<file path="src/rtl/led_shifter.sv">
// -----------------------------------------------------------------------------
// led_shifter
//
// Serial output stage for the front-panel display. Once per dwell period it
// snapshots the WIDTH-bit digit word from the multiplex sequencer, shifts it
// MSB-first into the external chained shift/latch registers and pulses the
// latch strobe. It also owns the free-running dwell timer whose one-cycle
// overflow pulse advances the sequencer to the next digit.
//
// Parameters
//   WIDTH    bits per frame, {rowC,rowB,rowA}
//   CLK_DIV  clk cycles per sclk half-period (>= 1)
//   DWELL    clk cycles per digit period, >= 2*CLK_DIV*(WIDTH+1) + 8
//
// Ports
//   clk             in   system clock
//   rst             in   synchronous, active-high reset
//   display_bits    in   frame from the sequencer, bit WIDTH-1 shifted first
//   timer_overflow  out  one-cycle pulse at the end of each dwell period
//   sclk            out  shift clock, external register samples on rising edge
//   sdata           out  serial data
//   sload           out  latch strobe, active-high, CLK_DIV cycles wide
//   sclr_n          out  external register clear, active-low
//
// All outputs come straight from flops; there is no combinational path from
// any input to any output.
// -----------------------------------------------------------------------------
module led_shifter #(
    parameter int WIDTH   = 72,
    parameter int CLK_DIV = 4,
    parameter int DWELL   = 16384
) (
    input  logic             clk,
    input  logic             rst,
    input  logic [WIDTH-1:0] display_bits,
    output logic             timer_overflow,
    output logic             sclk,
    output logic             sdata,
    output logic             sload,
    output logic             sclr_n
);

    // ---------------------------------------------------------------------
    // Widths and typed compare constants
    // ---------------------------------------------------------------------
    localparam int CNT_W = $clog2(DWELL);
    localparam int DIV_W = $clog2(2 * CLK_DIV + 1);
    localparam int BIT_W = $clog2(WIDTH + 1);

    localparam logic [CNT_W-1:0] CNT_LAST = CNT_W'(DWELL - 1);
    localparam logic [CNT_W-1:0] CNT_PRE  = CNT_W'(DWELL - 2);
    // Capture two cycles after the wrap so the sequencer has settled its rows.
    localparam logic [CNT_W-1:0] CNT_CAP  = CNT_W'(2);

    localparam logic [DIV_W-1:0] DIV_PHASE_END = DIV_W'(CLK_DIV - 1);
    localparam logic [DIV_W-1:0] DIV_CLEAR_END = DIV_W'(2 * CLK_DIV - 1);

    localparam logic [BIT_W-1:0] BITS_FULL = BIT_W'(WIDTH);
    localparam logic [BIT_W-1:0] BITS_LAST = BIT_W'(1);

    typedef enum logic [1:0] {
        ST_CLEAR,
        ST_IDLE,
        ST_SHIFT,
        ST_LOAD
    } state_t;

    // ---------------------------------------------------------------------
    // State
    // ---------------------------------------------------------------------
    logic [CNT_W-1:0] r_cnt;
    logic             r_tov;

    state_t           r_state;
    logic [DIV_W-1:0] r_div;
    logic [BIT_W-1:0] r_bits;
    logic [WIDTH-1:0] r_shreg;
    logic             r_sclk;
    logic             r_sload;
    logic             r_sclr_n;

    // ---------------------------------------------------------------------
    // Dwell timer: free-runs 0..DWELL-1, independent of the FSM.
    // The overflow flop is set one cycle early so that it is high exactly
    // while the counter reads DWELL-1.
    // ---------------------------------------------------------------------
    // NOTE: sequential state uses non-blocking assignments so every flop
    // samples the pre-edge values of its neighbours, regardless of the order
    // in which always_ff blocks are evaluated.
    always_ff @(posedge clk) begin
        if (rst) begin
            r_cnt <= '0;
            r_tov <= 1'b0;
        end else begin
            r_cnt <= (r_cnt == CNT_LAST) ? '0 : r_cnt + CNT_W'(1);
            r_tov <= (r_cnt == CNT_PRE);
        end
    end

    // ---------------------------------------------------------------------
    // Output sequencer
    //
    // r_div times both the sclk half-periods and the CLEAR/LOAD strobes.
    // The shift register's MSB drives sdata directly; after WIDTH left
    // shifts it is all zeros, so sdata is naturally low in LOAD and IDLE.
    // ---------------------------------------------------------------------
    // NOTE: every flop here is reset, including the shift register, so a
    // reset mid-frame leaves sdata low and no partial latch strobe escapes.
    always_ff @(posedge clk) begin
        if (rst) begin
            r_state  <= ST_CLEAR;
            r_div    <= '0;
            r_bits   <= '0;
            r_shreg  <= '0;
            r_sclk   <= 1'b0;
            r_sload  <= 1'b0;
            r_sclr_n <= 1'b0;
        end else begin
            case (r_state)
                ST_CLEAR: begin
                    // Hold the external clear for 2*CLK_DIV cycles; sclr_n
                    // then stays high until the next reset.
                    if (r_div == DIV_CLEAR_END) begin
                        r_div    <= '0;
                        r_sclr_n <= 1'b1;
                        r_state  <= ST_IDLE;
                    end else begin
                        r_div <= r_div + DIV_W'(1);
                    end
                end

                ST_IDLE: begin
                    // A capture point seen in any other state is dropped.
                    if (r_cnt == CNT_CAP) begin
                        r_shreg <= display_bits;
                        r_bits  <= BITS_FULL;
                        r_div   <= '0;
                        r_sclk  <= 1'b0;
                        r_state <= ST_SHIFT;
                    end
                end

                ST_SHIFT: begin
                    if (r_div == DIV_PHASE_END) begin
                        r_div <= '0;
                        if (!r_sclk) begin
                            r_sclk <= 1'b1;
                        end else begin
                            // Falling edge: present the next bit.
                            r_sclk  <= 1'b0;
                            r_shreg <= r_shreg << 1;
                            r_bits  <= r_bits - BIT_W'(1);
                            if (r_bits == BITS_LAST) begin
                                r_sload <= 1'b1;
                                r_state <= ST_LOAD;
                            end
                        end
                    end else begin
                        r_div <= r_div + DIV_W'(1);
                    end
                end

                ST_LOAD: begin
                    if (r_div == DIV_PHASE_END) begin
                        r_div   <= '0;
                        r_sload <= 1'b0;
                        r_state <= ST_IDLE;
                    end else begin
                        r_div <= r_div + DIV_W'(1);
                    end
                end

                default: begin
                    r_state <= ST_CLEAR;
                end
            endcase
        end
    end

    assign timer_overflow = r_tov;
    assign sclk           = r_sclk;
    assign sdata          = r_shreg[WIDTH-1];
    assign sload          = r_sload;
    assign sclr_n         = r_sclr_n;

endmodule
</file>
<file path="config.mk">
export PLATFORM = sky130hd
export DESIGN_NAME = led_shifter
export DESIGN_NICKNAME = d
export VERILOG_FILES = /design/src/rtl/led_shifter.sv
export SDC_FILE = /design/constraint.sdc
export NUM_CORES = 1
export LEC_CHECK = 0
export ABC_AREA = 1
export ABC_CLOCK_PERIOD_IN_PS = 2200
export CAP_MARGIN = 25
export CORE_AREA = 2 2 136 138
export DETAILED_ROUTE_END_ITERATION = 8
export DIE_AREA = 0 0 138 140
export PLACE_DENSITY_LB_ADDON = 0.25
export REMOVE_ABC_BUFFERS = 1
export SLEW_MARGIN = 40
export SYNTH_ARGS = -nofsm -noshare
export SYNTH_HDL_FRONTEND = slang
export SYNTH_SLANG_ARGS = --single-unit
export TNS_END_PERCENT = 1
</file>
<file path="constraint.sdc">
create_clock -name clk -period 2.2 [get_ports clk]
set_input_delay 0.33 -clock clk [delete_from_list [all_inputs] [get_ports clk]]
set_output_delay 0.33 -clock clk [all_outputs]
set_load 0.01 [all_outputs]
</file>
Word level (Yosys, flattened, before mapping)
Index checks and enable logic that the tools add are counted.
- bits in registers: 103
- input bits: 74
- output and inout port bits: 5
- logic and storage cells: 65
- add/sub/neg operators: 3
- eq/ne operators: 15
- muxes and demuxes: 28
- reductions and logical operators: 10
- operators by type and width (operator ; number):
    $mux W72 ; 3
    $pmux W72 S2 ; 1
    $eq A14 B14 Y1 const B ; 2
    $mux W7 ; 3
    $add A14 B1 Y14 const B ; 1
    $eq A14 B2 Y1 const B ; 1
    $pmux W7 S2 ; 1
    $mux W2 ; 6
    $mux W4 ; 3
    $ne A2 B2 Y1 const B ; 6
    $pmux W4 S3 ; 1
    $pmux W2 S4 ; 1
    $eq A7 B1 Y1 const B ; 1
    $mux W1 ; 7
    $sub A7 B1 Y7 const B ; 1
    $reduce_and A6 Y1 ; 1
    $reduce_and A5 Y1 ; 1
    $add A4 B1 Y4 const B ; 1
    $eq A2 B2 Y1 const B ; 2
    $eq A4 B2 Y1 const B ; 1
    $eq A4 B3 Y1 const B ; 1
    $pmux W1 S2 ; 2
    $reduce_and A4 Y1 ; 1
    $reduce_bool A2 Y1 ; 2
    5 further kinds ; 6

Logic depth before layout (Yosys ltp)
- depth after elaboration: 5
- gate-level depth with buffers: 12
- mapped depth without buffers: 11

Worst setup path after synthesis
Ideal clock, no wire load.
- path kind: register -> register
- from: register r_state[0]
- to: register r_bits[4]
- library setup time: 0.113 ns
- arrival time: 1.607 ns
- required time: 2.087 ns
- slack: 0.480 ns
- cell stages (with the launch flop): 10
- path buffers: 3
- period minus slack after synthesis: 1.720 ns
- path through: dfxtp_1 -> inv_1 -> ha_1 -> buf_2 -> a21boi_4 -> nand3_2 -> buf_6 -> buf_2 -> nor2_1 -> nor2_1
- cells in the longest elaborated chain, start to end: 3
- elaborated cells between the ends (all ways): 8
- classes of those cells: eq/ne (5); mux (1); reduce/logical (2)
- RTL lines (item ; RTL line ; RTL):
    start: declaration ; 74 ; state_t r_state;
    start signal: assignment ; 111 ; r_state <= ST_CLEAR;
    start signal: assignment ; 126 ; r_state <= ST_IDLE;
    start signal: assignment ; 139 ; r_state <= ST_SHIFT;
    $eq A2 B2 Y1 or $eq A2 B1 Y1 (tied branches) ; 119 ; case (r_state)
    $ne A2 B2 Y1 (no source line) or $reduce_bool A2 Y1 (tied branches) ; -- ;
    $reduce_and A4 Y1 (no source line) ; -- ;
    end signal: assignment ; 152 ; r_bits <= r_bits - BIT_W'(1);
    end: declaration ; 76 ; logic [BIT_W-1:0] r_bits;
Several ways; a longest one is shown, not always the timed one.
A chain may end at the register's enable or synchronous reset.

Worst setup path after layout
- from: register r_state[0]
- to: register r_shreg[53]
- cells in the longest elaborated chain, start to end: 3
- elaborated cells between the ends (all ways): 8
- classes of those cells: eq/ne (5); mux (1); reduce/logical (2)
- RTL lines (item ; RTL line ; RTL):
    $eq A2 B2 Y1 or $eq A2 B1 Y1 (tied branches) ; 119 ;
    $ne A2 B2 Y1 (no source line) or $reduce_bool A2 Y1 (tied branches) ; -- ;
    $reduce_and A4 Y1 (no source line) ; -- ;
    end signal: assignment ; 135 ; r_shreg <= display_bits;
    end signal: assignment ; 151 ; r_shreg <= r_shreg << 1;
    end: declaration ; 77 ; logic [WIDTH-1:0] r_shreg;
Several ways; a longest one is shown, not always the timed one.

==> results.tsv <==
stage	metric	value	unit
setup_path	startpoint of the lowest-slack register-to-register path	r_state[0]	
cts	root buffer selected by CTS	sky130_fd_sc_hd__clkbuf_16	
finish	number of cells in the finished layout apart from fillers	1144	
cts	maximum clock insertion buffer count	2	
route	highest metal layer used by the detailed router	met4	
power_and_ir_drop	proportion of power drawn by combinational gates	41.7	%
route	antenna-violating nets left	0	
setup_path	reg-to-reg setup timing slack	0.33	ns
route	drt drc	0	
sta	Period Utilization, post-route	85.1	%
setup_path	maximum fanout encountered on the critical timing path	70	
cts	Setup Buffers After CTS	0	
route	iteration count of the initial detailed-routing pass	4	
power_and_ir_drop	Clk network pwr share	25.5	%
sta	min Tclk post-route	1.87	ns
power_and_ir_drop	Flop pwr share	32.8	%
setup_path	CP arrival	2.12	ns
run	maxcap violations	0	
place	DPL Wire Length	7570	um
sta	unrepaired setup endpoints after global routing	false	
cts	Skew-Pair Late Insertion Delay	0.35	ns
die	full die area	19300	um^2
logic_synthesis	mean cell area of the mapped netlist	6.18	um^2
logic_synthesis	synthesized netlist cell count	854	
power_and_ir_drop	share of total power consumed by net switching	37.8	%
finish	total number of nets in the final design	995	
global_route	total routing resource utilization after global routing	12.3	%
global_route	via count of the first global-routing pass	4311	
logic_synthesis	area of the mapped netlist	5280	um^2
finish	Antenna Diode Count	0	
power_and_ir_drop	P_leak	3.26	nW
power_and_ir_drop	NetSw	0.00275	W
hold_path	end of the worst hold path	r_cnt[0]	
die	Die Ht	140	um
sta	number of slew-limit violations in the final report	0	
sta	Finish-stage setup viols	0	
hold_path	origin of the worst min-delay path	r_cnt[0]	
setup_path	Crit Path Class	register to register	
logic_synthesis	cells taking the most area after synthesis	sky130_fd_sc_hd__dfxtp_1 39%, sky130_fd_sc_hd__nand2_1 19%, sky130_fd_sc_hd__nor2_1 13%	
logic_synthesis	post-synth top area cell	sky130_fd_sc_hd__dfxtp_1	
cts	clock tree from TritonCTS	yes	
die	initial core utilization	29.7	%
sta	maximum clock skew at final layout	0.00847	ns
die	Site Rows	49	
hold_path	type of the most critical hold path	register to register	
route	average vias per placed instance	4.18	
finish	ratio of cells with drive above 1 in the final layout	3.83	%
cts	Resize count post-CTS	0	
die	area of the core	17800	um^2
place	routability cong.	0.814	
route	met1 WL	5820	um
hold_path	Cells on Worst Hold Path	1	
route	initial detailed-routing violation count	285	
global_route	maximum number of pins on one net before global-route repair	119	
logic_synthesis	portion of the post-synthesis area used by sequential elements	39.0	%
sta	achievable clock frequency	534	MHz
route	vias post-DR	4780	
cts	CTS H-tree depth	3	
global_route	wire length of the first global-routing pass	19800	um
cts	cts bufs inserted	9	
die	# IOs	79	
global_route	total grt overflow	0	
route	post-DR wirelength/cell	10.2	um
logic_synthesis	number of warning messages in the yosys log	0	
cts	number of hold-repair buffers added at the cts stage	0	
route	routed length on met2	5200	um
logic_synthesis	flop and latch count out of synthesis	103	
die	overall die width	138	um
sta	transition time at the pin with the least slew margin	0.485	ns
power_and_ir_drop	Cell Int Power	0.00453	W
setup_path	worst reg-to-reg path cell count	10	
place	# port buffers	78	
sta	final hold violation count	0	
setup_path	critical path required time	2.45	ns
logic_synthesis	post-synth top area share	39.0	%
setup_path	worst flop-to-flop path endpoint	r_shreg[53]	
sta	worst-case hold slack	0.446	ns
setup_path	category of the worst setup path launch point	register	
global_route	initial antenna violation count	0	
status	run status	complete, no violations	
setup_path	Crit. End Element	register	
logic_synthesis	library cells used by synthesis	24	
route	met3 wire len	490	um
finish	Design Area, Final	6630	um^2
power_and_ir_drop	power density cells	1100	nW/um^2
cts	clock transition at the register clock pins on the worst setup and hold paths after CTS	0.07	ns
sta	Slew Limit Headroom	67.7	%
route	Routed Wire Length	11600	um
place	Placed Instance Area	6280	um^2
place	Placed Instances	1128	
cts	sinks on the clock net	103	
power_and_ir_drop	Max rail drop VDD	0.781	mV
finish	Syn-to-layout area delta	25.5	%
## cells in the mapped netlist
cell	n
sky130_fd_sc_hd__buf_4	1
sky130_fd_sc_hd__nand3_1	15
sky130_fd_sc_hd__xnor2_1	7
sky130_fd_sc_hd__a21oi_1	16
sky130_fd_sc_hd__a21boi_4	1
sky130_fd_sc_hd__nand3_2	1
sky130_fd_sc_hd__buf_6	2
sky130_fd_sc_hd__ha_1	11
sky130_fd_sc_hd__nor3_1	5
sky130_fd_sc_hd__o21ai_0	76
sky130_fd_sc_hd__dfxtp_1	103
sky130_fd_sc_hd__nor2_1	185
sky130_fd_sc_hd__buf_2	22
sky130_fd_sc_hd__nand2_1	272
sky130_fd_sc_hd__clkbuf_1	18
sky130_fd_sc_hd__or2_2	1
sky130_fd_sc_hd__xor2_1	6
sky130_fd_sc_hd__inv_2	3
sky130_fd_sc_hd__nand2_2	1
sky130_fd_sc_hd__and2_1	1
sky130_fd_sc_hd__inv_1	97
sky130_fd_sc_hd__nand3b_1	1
sky130_fd_sc_hd__buf_1	1
sky130_fd_sc_hd__nand4_1	8
## sequential cells by signal, indices dropped and copies added, names as in the netlist
| signal | flops |
|---|---|
| r_bits | 7 |
| r_cnt | 14 |
| r_div | 4 |
| r_shreg | 72 |
| r_state | 2 |
| sclk | 1 |
| sclr_n | 1 |
| sload | 1 |
| timer_overflow | 1 |
## metal layers
layer | global-route usage, % | vias up
met4 | 2.74 | 0
met1 | 15.7 | 2038
li1 | - | 2684
met2 | 20.0 | 53
met5 | 0 | -
met3 | 4.27 | 5
## power by group through the flow
stage	sequential (W)	clock [W]	combinational (W)
global placement	0.00242	0	0.00305
floorplan	0.00284	0	0.00280
global route	0.00242	0.00200	0.00363
detailed placement	0.00243	0	0.00306
finish	0.00239	0.00186	0.00304
CTS	0.00239	0.00194	0.00308
## worst max-delay path by stage
stage	startpoint	end	slack [ns]	cells past startpoint
after floorplan	r_state[0]	r_bits[0]	-2.05	8
after global placement	r_state[0]	r_shreg[13]	0.28	10
after detailed placement	r_state[0]	r_shreg[53]	0.19	10
after CTS	r_state[0]	r_shreg[53]	0.19	10
after global routing	r_state[0]	r_bits[1]	0.10	9
final	r_state[0]	r_shreg[53]	0.33	10
## critical path, cell delays in order (launching register included)
cell	delay [ns]
sky130_fd_sc_hd__dfxtp_1	0.34
sky130_fd_sc_hd__inv_1	0.13
sky130_fd_sc_hd__ha_2	0.34
sky130_fd_sc_hd__inv_4	0.07
sky130_fd_sc_hd__nor2_1	0.16
sky130_fd_sc_hd__inv_2	0.11
sky130_fd_sc_hd__nand3_4	0.13
sky130_fd_sc_hd__buf_12	0.27
sky130_fd_sc_hd__nand2_1	0.09
sky130_fd_sc_hd__nand2_1	0.07
sky130_fd_sc_hd__nor2_1	0.04
## stage by stage
stage / setup slack [ns] / setup TNS [ns] / power (W) / util, %
4_1_cts: 0.191 / 0 / 0.00741 / 37.3
2_1_floorplan: -2.05 / -160.73 / 0.00564 / -
3_3_place_gp: 0.278 / 0 / 0.00548 / 35.3
6_report: 0.328 / 0 / 0.00728 / 37.3
3_5_place_dp: 0.191 / 0 / 0.00549 / 35.3
5_1_grt: 0.103 / 0 / 0.00805 / 37.3
## area by class of cell
class                   instances  area (um^2)
multi-input cells             607         2640
inverters                     100          378
clock inverters                 5          104
flip-flops and latches        103         2060
well taps                     229          287
repair buffers                 89          913
clock buffers                  11          243
fillers                      1950        11200
## cells in the final DEF (no fill, tap or decap), types with 3 or more instances in the layout
cell / instances
sky130_fd_sc_hd__a21oi_1: 16
sky130_fd_sc_hd__buf_12: 4
sky130_fd_sc_hd__buf_4: 7
sky130_fd_sc_hd__bufinv_16: 3
sky130_fd_sc_hd__clkbuf_16: 9
sky130_fd_sc_hd__clkdlybuf4s50_1: 78
sky130_fd_sc_hd__dfxtp_1: 103
sky130_fd_sc_hd__ha_1: 10
sky130_fd_sc_hd__inv_1: 96
sky130_fd_sc_hd__inv_2: 3
sky130_fd_sc_hd__nand2_1: 272
sky130_fd_sc_hd__nand3_1: 15
sky130_fd_sc_hd__nand4_1: 8
sky130_fd_sc_hd__nor2_1: 185
sky130_fd_sc_hd__nor3_1: 5
sky130_fd_sc_hd__o21ai_0: 76
sky130_fd_sc_hd__xnor2_1: 7
sky130_fd_sc_hd__xor2_1: 6
## cells by family (layout without fill, tap and decap cells)
kind of cell               after synthesis  in the layout  synth area share, %
DFF                                    103            103                 39.0
AOI/OAI and AO/OA                       93             93                 9.07
buffers and inverters                  144            205                 11.1
and+or+nand+nor                        490            490                 36.0
xor gates and xnor gates                13             13                 2.16
adders and majority gates               11             11                 2.61
No activity file was read; power rests on OpenSTA's default activity.
